## src/rtl/v_nibble_collector_if.sv

```systemverilog
// Handshake and slice bus between the V-value slice logic, the nibble
// collector and the stage that consumes the assembled word.
interface v_nibble_collector_if #(
  parameter int NIBBLES = 4
);
  logic                   start;
  logic                   write_enable;
  logic [3:0]             v_plus_new;
  logic [3:0]             v_minus_new;
  logic [4*NIBBLES-1:0]   result;
  logic                   result_valid;
  logic                   result_ready;
  logic                   result_neg;
  logic                   result_zero;
  logic                   busy;
  logic                   overrun;

  // Upstream/downstream environment side: supplies slices and accepts results.
  modport master (
    output start, write_enable, v_plus_new, v_minus_new, result_ready,
    input  result, result_valid, result_neg, result_zero, busy, overrun
  );

  // Collector side.
  modport slave (
    input  start, write_enable, v_plus_new, v_minus_new, result_ready,
    output result, result_valid, result_neg, result_zero, busy, overrun
  );
endinterface

```

## src/rtl/v_nibble_collector.sv

```systemverilog
// Converts LSB-first redundant (plus/minus) 4-bit V slices into a
// two's-complement word by rippling a borrow between slices, then holds
// the word with sign/zero flags until the next stage accepts it.
module v_nibble_collector #(
  parameter int NIBBLES = 4
) (
  input  logic               clk,
  input  logic               rst_n,
  v_nibble_collector_if.slave bus
);
  localparam int W  = 4 * NIBBLES;
  localparam int CW = (NIBBLES > 1) ? $clog2(NIBBLES) : 1;
  localparam logic [CW-1:0] LAST_IDX = CW'(NIBBLES - 1);

  typedef enum logic [1:0] {
    S_IDLE    = 2'd0,
    S_COLLECT = 2'd1,
    S_HOLD    = 2'd2
  } state_t;

  state_t        state_reg, state_next;
  logic [CW-1:0] cnt_reg, cnt_next, cnt_eff;
  logic          borrow_reg, borrow_next, borrow_eff;
  logic [W-1:0]  result_reg, result_next, result_base;
  logic          neg_reg, neg_next;
  logic          zero_reg, zero_next;
  logic          valid_reg, valid_next;
  logic          busy_reg, busy_next;
  logic          overrun_reg, overrun_next;

  logic          start_accept;
  logic          take_slice;
  logic          last_slice;
  logic [4:0]    diff;

  // An accepted start (new frame) restarts the counter, borrow and word so
  // that a slice arriving in the same cycle lands as slice 0.
  assign start_accept = bus.start && ((state_reg != S_HOLD) || bus.result_ready);
  assign take_slice   = bus.write_enable && (start_accept || (state_reg == S_COLLECT));
  assign cnt_eff      = start_accept ? '0 : cnt_reg;
  assign borrow_eff   = start_accept ? 1'b0 : borrow_reg;
  assign result_base  = start_accept ? '0 : result_reg;
  assign diff         = {1'b0, bus.v_plus_new} - {1'b0, bus.v_minus_new} - {4'b0, borrow_eff};
  assign last_slice   = take_slice && (cnt_eff == LAST_IDX);

  // Steer the converted nibble into its slot of the word being assembled.
  for (genvar gi = 0; gi < NIBBLES; gi++) begin : g_nibble
    assign result_next[4*gi +: 4] = (take_slice && (cnt_eff == CW'(gi)))
                                    ? diff[3:0] : result_base[4*gi +: 4];
  end

  // Next-state and datapath update decisions.
  always_comb begin
    state_next   = state_reg;
    cnt_next     = cnt_eff;
    borrow_next  = borrow_eff;
    neg_next     = start_accept ? 1'b0 : neg_reg;
    zero_next    = start_accept ? 1'b0 : zero_reg;
    overrun_next = overrun_reg;

    unique case (state_reg)
      S_IDLE: begin
        if (start_accept) begin
          state_next = last_slice ? S_HOLD : S_COLLECT;
        end
      end
      S_COLLECT: begin
        if (last_slice) begin
          state_next = S_HOLD;
        end
      end
      S_HOLD: begin
        if (bus.result_ready) begin
          if (start_accept) begin
            state_next = last_slice ? S_HOLD : S_COLLECT;
          end else begin
            state_next = S_IDLE;
          end
        end
      end
      default: state_next = S_IDLE;
    endcase

    if (take_slice) begin
      cnt_next    = last_slice ? '0 : (cnt_eff + CW'(1));
      borrow_next = diff[4];
    end

    if (last_slice) begin
      neg_next  = diff[4];
      zero_next = (result_next == '0);
    end

    // A slice arriving while the held word blocks is dropped and flagged;
    // only an accepted start clears the flag.
    if (start_accept) begin
      overrun_next = 1'b0;
    end else if ((state_reg == S_HOLD) && bus.write_enable) begin
      overrun_next = 1'b1;
    end

    valid_next = (state_next == S_HOLD);
    busy_next  = (state_next == S_COLLECT);
  end

  // State register.
  always_ff @(posedge clk or negedge rst_n) begin
    if (!rst_n) begin
      state_reg <= S_IDLE;
    end else begin
      state_reg <= state_next;
    end
  end

  // Datapath and registered output flags.
  always_ff @(posedge clk or negedge rst_n) begin
    if (!rst_n) begin
      cnt_reg     <= '0;
      borrow_reg  <= 1'b0;
      result_reg  <= '0;
      neg_reg     <= 1'b0;
      zero_reg    <= 1'b0;
      valid_reg   <= 1'b0;
      busy_reg    <= 1'b0;
      overrun_reg <= 1'b0;
    end else begin
      cnt_reg     <= cnt_next;
      borrow_reg  <= borrow_next;
      result_reg  <= result_next;
      neg_reg     <= neg_next;
      zero_reg    <= zero_next;
      valid_reg   <= valid_next;
      busy_reg    <= busy_next;
      overrun_reg <= overrun_next;
    end
  end

  assign bus.result       = result_reg;
  assign bus.result_valid = valid_reg;
  assign bus.result_neg   = neg_reg;
  assign bus.result_zero  = zero_reg;
  assign bus.busy         = busy_reg;
  assign bus.overrun      = overrun_reg;

endmodule

```

## src/flat_wrapper.sv

```systemverilog
// flat-port wrapper written by rule: the top's interface ports become plain ports
module v_nibble_collector_flat 
#(
  parameter int NIBBLES = 4
)
  (clk, rst_n, bus_start, bus_write_enable, bus_v_plus_new, bus_v_minus_new, bus_result_ready, bus_result, bus_result_valid, bus_result_neg, bus_result_zero, bus_busy, bus_overrun);
  v_nibble_collector_if #(.NIBBLES(NIBBLES)) bus_i ();
  input  logic clk;
  input  logic rst_n;
  input wire logic [$bits(bus_i.start)-1:0] bus_start;
  input wire logic [$bits(bus_i.write_enable)-1:0] bus_write_enable;
  input wire logic [$bits(bus_i.v_plus_new)-1:0] bus_v_plus_new;
  input wire logic [$bits(bus_i.v_minus_new)-1:0] bus_v_minus_new;
  input wire logic [$bits(bus_i.result_ready)-1:0] bus_result_ready;
  output wire logic [$bits(bus_i.result)-1:0] bus_result;
  output wire logic [$bits(bus_i.result_valid)-1:0] bus_result_valid;
  output wire logic [$bits(bus_i.result_neg)-1:0] bus_result_neg;
  output wire logic [$bits(bus_i.result_zero)-1:0] bus_result_zero;
  output wire logic [$bits(bus_i.busy)-1:0] bus_busy;
  output wire logic [$bits(bus_i.overrun)-1:0] bus_overrun;
  assign bus_i.start = bus_start;
  assign bus_i.write_enable = bus_write_enable;
  assign bus_i.v_plus_new = bus_v_plus_new;
  assign bus_i.v_minus_new = bus_v_minus_new;
  assign bus_i.result_ready = bus_result_ready;
  assign bus_result = bus_i.result;
  assign bus_result_valid = bus_i.result_valid;
  assign bus_result_neg = bus_i.result_neg;
  assign bus_result_zero = bus_i.result_zero;
  assign bus_busy = bus_i.busy;
  assign bus_overrun = bus_i.overrun;
  v_nibble_collector #(.NIBBLES(NIBBLES)) u_core (.clk(clk), .rst_n(rst_n), .bus(bus_i));
endmodule
```

## config.mk

```make
export PLATFORM = sky130hd
export DESIGN_NAME = v_nibble_collector_flat
export DESIGN_NICKNAME = d
export VERILOG_FILES = /design/src/rtl/v_nibble_collector_if.sv /design/src/rtl/v_nibble_collector.sv /design/src/flat_wrapper.sv
export SDC_FILE = /design/constraint.sdc
export NUM_CORES = 1
export LEC_CHECK = 0
export BUFFER_PORTS_ARGS = -buffer_cell sky130_fd_sc_hd__buf_2
export CAP_MARGIN = 20
export CORE_MARGIN = 2
export CORE_UTILIZATION = 57
export DETAILED_ROUTE_END_ITERATION = 10
export PLACE_DENSITY = 0.84
export RECOVER_POWER = 25
export SYNTH_ARGS = -nofsm -noshare
export SYNTH_HDL_FRONTEND = slang
export SYNTH_SLANG_ARGS = --single-unit
export TNS_END_PERCENT = 30
```

## constraint.sdc

```tcl
create_clock -name clk -period 6.35 [get_ports clk]
set_input_delay 0.3175 -clock clk [delete_from_list [all_inputs] [get_ports clk]]
set_output_delay 0.3175 -clock clk [all_outputs]
set_load 0.1 [all_outputs]
```

======== Word level (Yosys, flattened, before mapping) ========
Index checks and enable logic that the tools add are counted.
word-level totals
  register bits after elaboration ......... 26
  input port bits ......................... 13
  output and inout bits ................... 21
  word-level logic and storage cells ...... 55
operators by class
  add/subtract/negate cells ............... 3
  eq/ne operators ......................... 8
  multiplexer cells ....................... 21
  reductions and logical operators ........ 14
operator list
  cell                   count
  $logic_not A16 Y1      1
  $mux W16               1
  $mux W2                8
  $mux W4                4
  $eq A2 B2 Y1 const B   4
  $logic_and A1 B1 Y1    7
  $mux W1                7
  $eq A2 B1 Y1 const B   3
  $pmux W2 S3            1
  $sub A4 B4 Y5          1
  $sub A5 B1 Y5          1
  $logic_not A2 Y1       2
  $reduce_bool A2 Y1     2
  $add A2 B1 Y2 const B  1
  $logic_or A1 B1 Y1     2
  $ne A2 B2 Y1 const B   1

======== Logic depth before layout (Yosys ltp) ========
  depth in word-level cells ............... 11
  mapped depth ............................ 13
  mapped depth without buffers ............ 11

======== Worst setup path before layout ========
Ideal clock, no wire load.
  kind .................................... register -> register
  from .................................... register u_core.state_reg[0]
  to ...................................... register u_core.zero_reg (netlist: u_core.bus.result_zero)
  setup time .............................. 0.095 ns
  data arrival time ....................... 2.683 ns
  required time ........................... 6.255 ns
  slack ................................... 3.571 ns
  stages on the path, launching flop included .. 13
  buffers on the path ..................... 2
  period minus slack after synthesis ...... 2.779 ns
  path through ............................ dfrtp_1 -> or3b_1 -> buf_6 -> nand2_4 -> buf_6 -> nand2_2 -> fa_1 -> ha_1 -> xnor2_1 -> nand3_1 -> a21oi_1 -> nand3_1 -> o31ai_1
on the way
  word-level cells in the longest chain between the ends .. 9
  elaborated cells between the ends (all ways) .. 25
  those cells by class .................... add/sub: 1; eq/ne: 5; mux: 8; reduce/logical: 11
RTL lines
  item                                                                   RTL line                   text
  start: declaration                                                     v_nibble_collector.sv:21   state_t state_reg, state_next;
  start signal: assignment                                               v_nibble_collector.sv:111  state_reg <= state_next;
  parallel branches: the longest is 9 deep, another holds $sub A5 B1 Y5  --
  end signal: assignment                                                 v_nibble_collector.sv:131  zero_reg <= zero_next;
  end: declaration                                                       v_nibble_collector.sv:26   logic zero_reg, zero_next;
Parallel ways; which one is timed is not known.
A chain may end at the register's enable or synchronous reset.

======== Worst setup path after layout ========
Ends and elaborated chain as after synthesis.

==> summary.md <==
The flow ran to the end, and the final reports show no timing, DRC or antenna violations. The startpoint-to-endpoint class of the critical path was flop to flop. Counting along the longest clock path gives a buffer depth of 2.

The clock edge transition at the registers on the reported setup and hold paths was 0.14 ns. The tightest min-delay check is of the primary input to flop type. The element type at the critical path start is a flop.

Summed over all layers, the global routing overflow is 0. The worst pin sits at a relative slew slack of 5.68%. After filler insertion, the fill cell instance count of the layout stands at 187. The count of final setup violators was 0. Dividing total power by cell area gives a power density of 291 nW/µm². The number of antenna violations at the first check in global routing was 0.

Maximum number of pins on one net before global-route repair: 27. The run gives 0 ns as the final-layout setup total negative slack. In this run the vertical extent of the chip is 55.1 µm.

The source of the worst hold timing path is bus_result_ready. The reg-to-reg endpoint was u_core.bus.result_zero. Yosys printed 0 warnings. The total core area is 2480 µm². The logs give 4 for the first-pass iteration count of the detailed router and 0 for the number of inserted diodes. The wire-length estimate of the detail-placed layout is 2340 µm.

The register area came out at 651 µm². The buffering stage count on the worst path with inverters included works out to 0. After detailed routing, the number of remaining DRC violations is 0.

Critical path's slowest cell: sky130_fd_sc_hd__or3b_1. The global-route wire length before repair is 5070 µm, and the count of cell types in the netlist is 34. TritonCTS created 3 clock buffers.

For the finished layout, the period the worst path requires is 3.46 ns. After the last flow step, the layout net total stands at 196. Summing the sequential cell areas from Yosys gives 43.8% of the chip area. STA classifies the critical path endpoint as a flop.

For the worst setup path, the data arrival time is 3.71 ns. Summing internal, switching and leakage power gives 0.493 mW. The worst path uses 54.5% of the clock period.

In the final layout, the multi-input gates occupy 724 µm². In this run the register-to-register setup slack is 2.89 ns. The hold path depth is 4. Among the stages of the critical path, the cell type that occurs most often is sky130_fd_sc_hd__nand3_1. Of all nets on the critical path, the largest fanout is 25. The area of the mapped netlist is 1490 µm². Once the clock tree was built, the setup fixing pass inserted 0 buffers. The last weighted congestion value of the routability-driven placer came out at 0.858.

Once placement finished, the instance area stood at 1630 µm². Walking the worst path, the cells encountered are or3b_1, nand2_4, nand2_2, fa_1, ha_1, xnor2_1, nand3_1, a21oi_1, nand3_1, o31ai_1. The die outline width is 55.1 µm, and the number of DRC violations after detailed-routing iteration 0 is 29. For the top achievable clock speed, the log shows 289 MHz. Leaving out fill and tap cells, the most frequent cells in the layout are sky130_fd_sc_hd__buf_2 (32), sky130_fd_sc_hd__dfrtp_1 (26), sky130_fd_sc_hd__o21ai_0 (20). The overall fraction of global-route tracks in use is 23.7%, and the number of sinks driven by the clock tree is 26. The tools report the number of global-route vias before repair as 1207. Synthesis produced a netlist whose cell count is 137.

Setup repair after global routing left no endpoint under its margin. The run gives 1197 as the vias after detailed routing. For the wire length reported by the detailed router, the log shows 3140 µm.

Dividing the detail-routed wire length by the instance count gives 15.7 µm. Worst hold endpoint: u_core.bus.result_valid. The area growth from synthesis to layout is 13.8%. The biggest area contributor in the post-synthesis netlist is sky130_fd_sc_hd__dfrtp_1. Summed over its instances, the top area cell type makes up 43.8% of the synthesized netlist area. The per-instance average area after synthesis is 10.8 µm².

The number of cells on the worst reg-to-reg path is 10. The synthesized design contains 26 register bits. Across the VDD grid, the largest voltage drop is 202 µV. The tools report the final design area excluding fillers as 1690 µm². For the required time at the endpoint of the critical path, the log shows 6.60 ns.

Die outline area: 3030 µm². The largest single stage delay on the critical path is 0.60 ns. Clock tree synthesis selected as its root buffer the cell sky130_fd_sc_hd__clkbuf_4.

Row generation in the floorplan step produced 18 rows. Counting every net in the synthesized netlist gives 162. Sorting the synthesized cells by area gives the leading types as sky130_fd_sc_hd__dfrtp_1 (44%), sky130_fd_sc_hd__ha_1 (8.4%), sky130_fd_sc_hd__o21ai_0 (6.7%), sky130_fd_sc_hd__nand3_1 (6.1%), sky130_fd_sc_hd__inv_1 (3.5%).

The run gives 0 as the final count of pins violating max slew. For the number of max-cap violations, the log shows 0. The initial core utilization is 60.0%.

The logs give 0.33 ns for the clock latency of the later-clocked register in the worst-skew pair and 0.848 nW for the leakage component of the power. The share of final-layout standard cells stronger than drive strength 1 works out to 28.8%. The flip-flop count of the largest register, all copies and words added works out to 16. The vias per cell is 5.99. 34 I/O pins were placed. In this design, the largest share of critical-path delay is due to simple AND/OR/NAND/NOR gates. For the count of final hold-check violations, the log shows 0. The most frequent standard cell in the layout excluding fill and tap cells was sky130_fd_sc_hd__buf_2. On the final layout, the worst clock skew is 0.00457 ns.

The number of H-tree branching levels was 1. The tools report the startpoint of the lowest-slack register-to-register path as u_core.state_reg[0]. Once detail routing completed, the nets flagged for antenna violations numbered 0.

The measured slew at the worst slew-check pin came out at 1.41 ns. TritonCTS built the clock tree. During placement, the flow inserted port buffers numbering 33.
[kinds of logic (layout without fill, tap and decap cells)]
kind of cell	count (synthesis)	count (layout)	synth area share [%]
xor gates and xnor gates	4	4	2.36
DFF	26	26	43.8
AOI/OAI and AO/OA	41	41	20.5
buffers and inverters	19	52	7.49
and+or+nand+nor	35	35	14.8
adders and majority gates	12	12	11.1
[Yosys cell counts]
library cell / n
sky130_fd_sc_hd__o211a_4: 1
sky130_fd_sc_hd__inv_1: 14
sky130_fd_sc_hd__o31ai_1: 1
sky130_fd_sc_hd__nand2_8: 1
sky130_fd_sc_hd__a22oi_1: 2
sky130_fd_sc_hd__nor2_1: 2
sky130_fd_sc_hd__fa_1: 2
sky130_fd_sc_hd__o2111ai_4: 2
sky130_fd_sc_hd__nand2_4: 1
sky130_fd_sc_hd__nand2_1: 4
sky130_fd_sc_hd__nand3_1: 18
sky130_fd_sc_hd__xnor2_1: 3
sky130_fd_sc_hd__o21ai_0: 20
sky130_fd_sc_hd__o41ai_1: 2
sky130_fd_sc_hd__o22ai_1: 1
sky130_fd_sc_hd__nand3b_1: 2
sky130_fd_sc_hd__clkbuf_2: 1
sky130_fd_sc_hd__dfrtp_1: 26
sky130_fd_sc_hd__o211ai_1: 1
sky130_fd_sc_hd__a21boi_1: 1
sky130_fd_sc_hd__nand2_2: 1
sky130_fd_sc_hd__a31oi_1: 1
sky130_fd_sc_hd__nand3_2: 3
sky130_fd_sc_hd__a21oi_1: 5
sky130_fd_sc_hd__o2111ai_2: 1
sky130_fd_sc_hd__xor2_1: 1
sky130_fd_sc_hd__a2bb2oi_1: 1
sky130_fd_sc_hd__and2b_4: 1
sky130_fd_sc_hd__ha_1: 10
sky130_fd_sc_hd__or3b_1: 1
sky130_fd_sc_hd__and2_1: 1
sky130_fd_sc_hd__o21ai_2: 2
sky130_fd_sc_hd__buf_6: 3
sky130_fd_sc_hd__buf_12: 1
[worst max-delay path by stage]
stage                         from                     end  cells after the start
6_report       u_core.state_reg[0]  u_core.bus.result_zero                     10
5_1_grt        u_core.state_reg[0]  u_core.bus.result_zero                     10
4_1_cts        u_core.state_reg[0]  u_core.bus.result_zero                     10
3_5_place_dp   u_core.state_reg[0]  u_core.bus.result_zero                     10
3_3_place_gp   u_core.state_reg[0]  u_core.bus.result_zero                     11
2_1_floorplan  u_core.state_reg[0]  u_core.bus.result_zero                     12
[through the flow]
step	util (%)	setup WS (ns)	hold WS [ns]	instances
final	68.3	2.89	0.347	200
after global routing	68.3	2.73	0.342	200
after CTS	68.3	2.93	0.340	200
after detailed placement	65.8	2.97	0.349	195
after global placement	65.8	3.12	0.344	195
after floorplan	-	3.57	0.0219	137
[cell type report]
type                            instances  share of cell area [%]
Clock inverter                          1                    1.78
Clock buffer                            3                    1.33
Timing Repair Buffer                   34                    10.3
Multi-Input combinational cell         92                    42.8
Inverter                               14                    3.11
Sequential cell                        26                    38.5
Tap cell                               30                    2.22
[power by group]
| part | switching, mW | internal [mW] |
|---|---|---|
| clock network | 0.0508 | 0.0639 |
| registers | 0.0116 | 0.181 |
| logic | 0.146 | 0.0392 |
| total | 0.208 | 0.284 |
[timing repair]
action | 4_1_cts | 5_1_grt
resized for setup | 0 | 0
hold endpoints to repair | 26 | 0
endpoints found under the setup margin | 0 | 0
hold buffers | 1 | 0
[worst reg2reg max path, delay by kind of cell (launching register included)]
family          cells  cell delay [ns]
compound gates      2             0.35
xor+xnor            1             0.50
fa+ha+maj           2             0.80
flops               1             0.48
simple gates        5             1.27
[metal layers]
layer / vias to the layer above / track usage (%) / routed length (µm)
met5: - / 0 / 0
met4: 0 / 16.7 / 71
met3: 7 / 2.69 / 159
met2: 52 / 39.7 / 1640
met1: 584 / 28.2 / 1270
li1: 554 / - / -
Power figures use the tool's default switching activity.
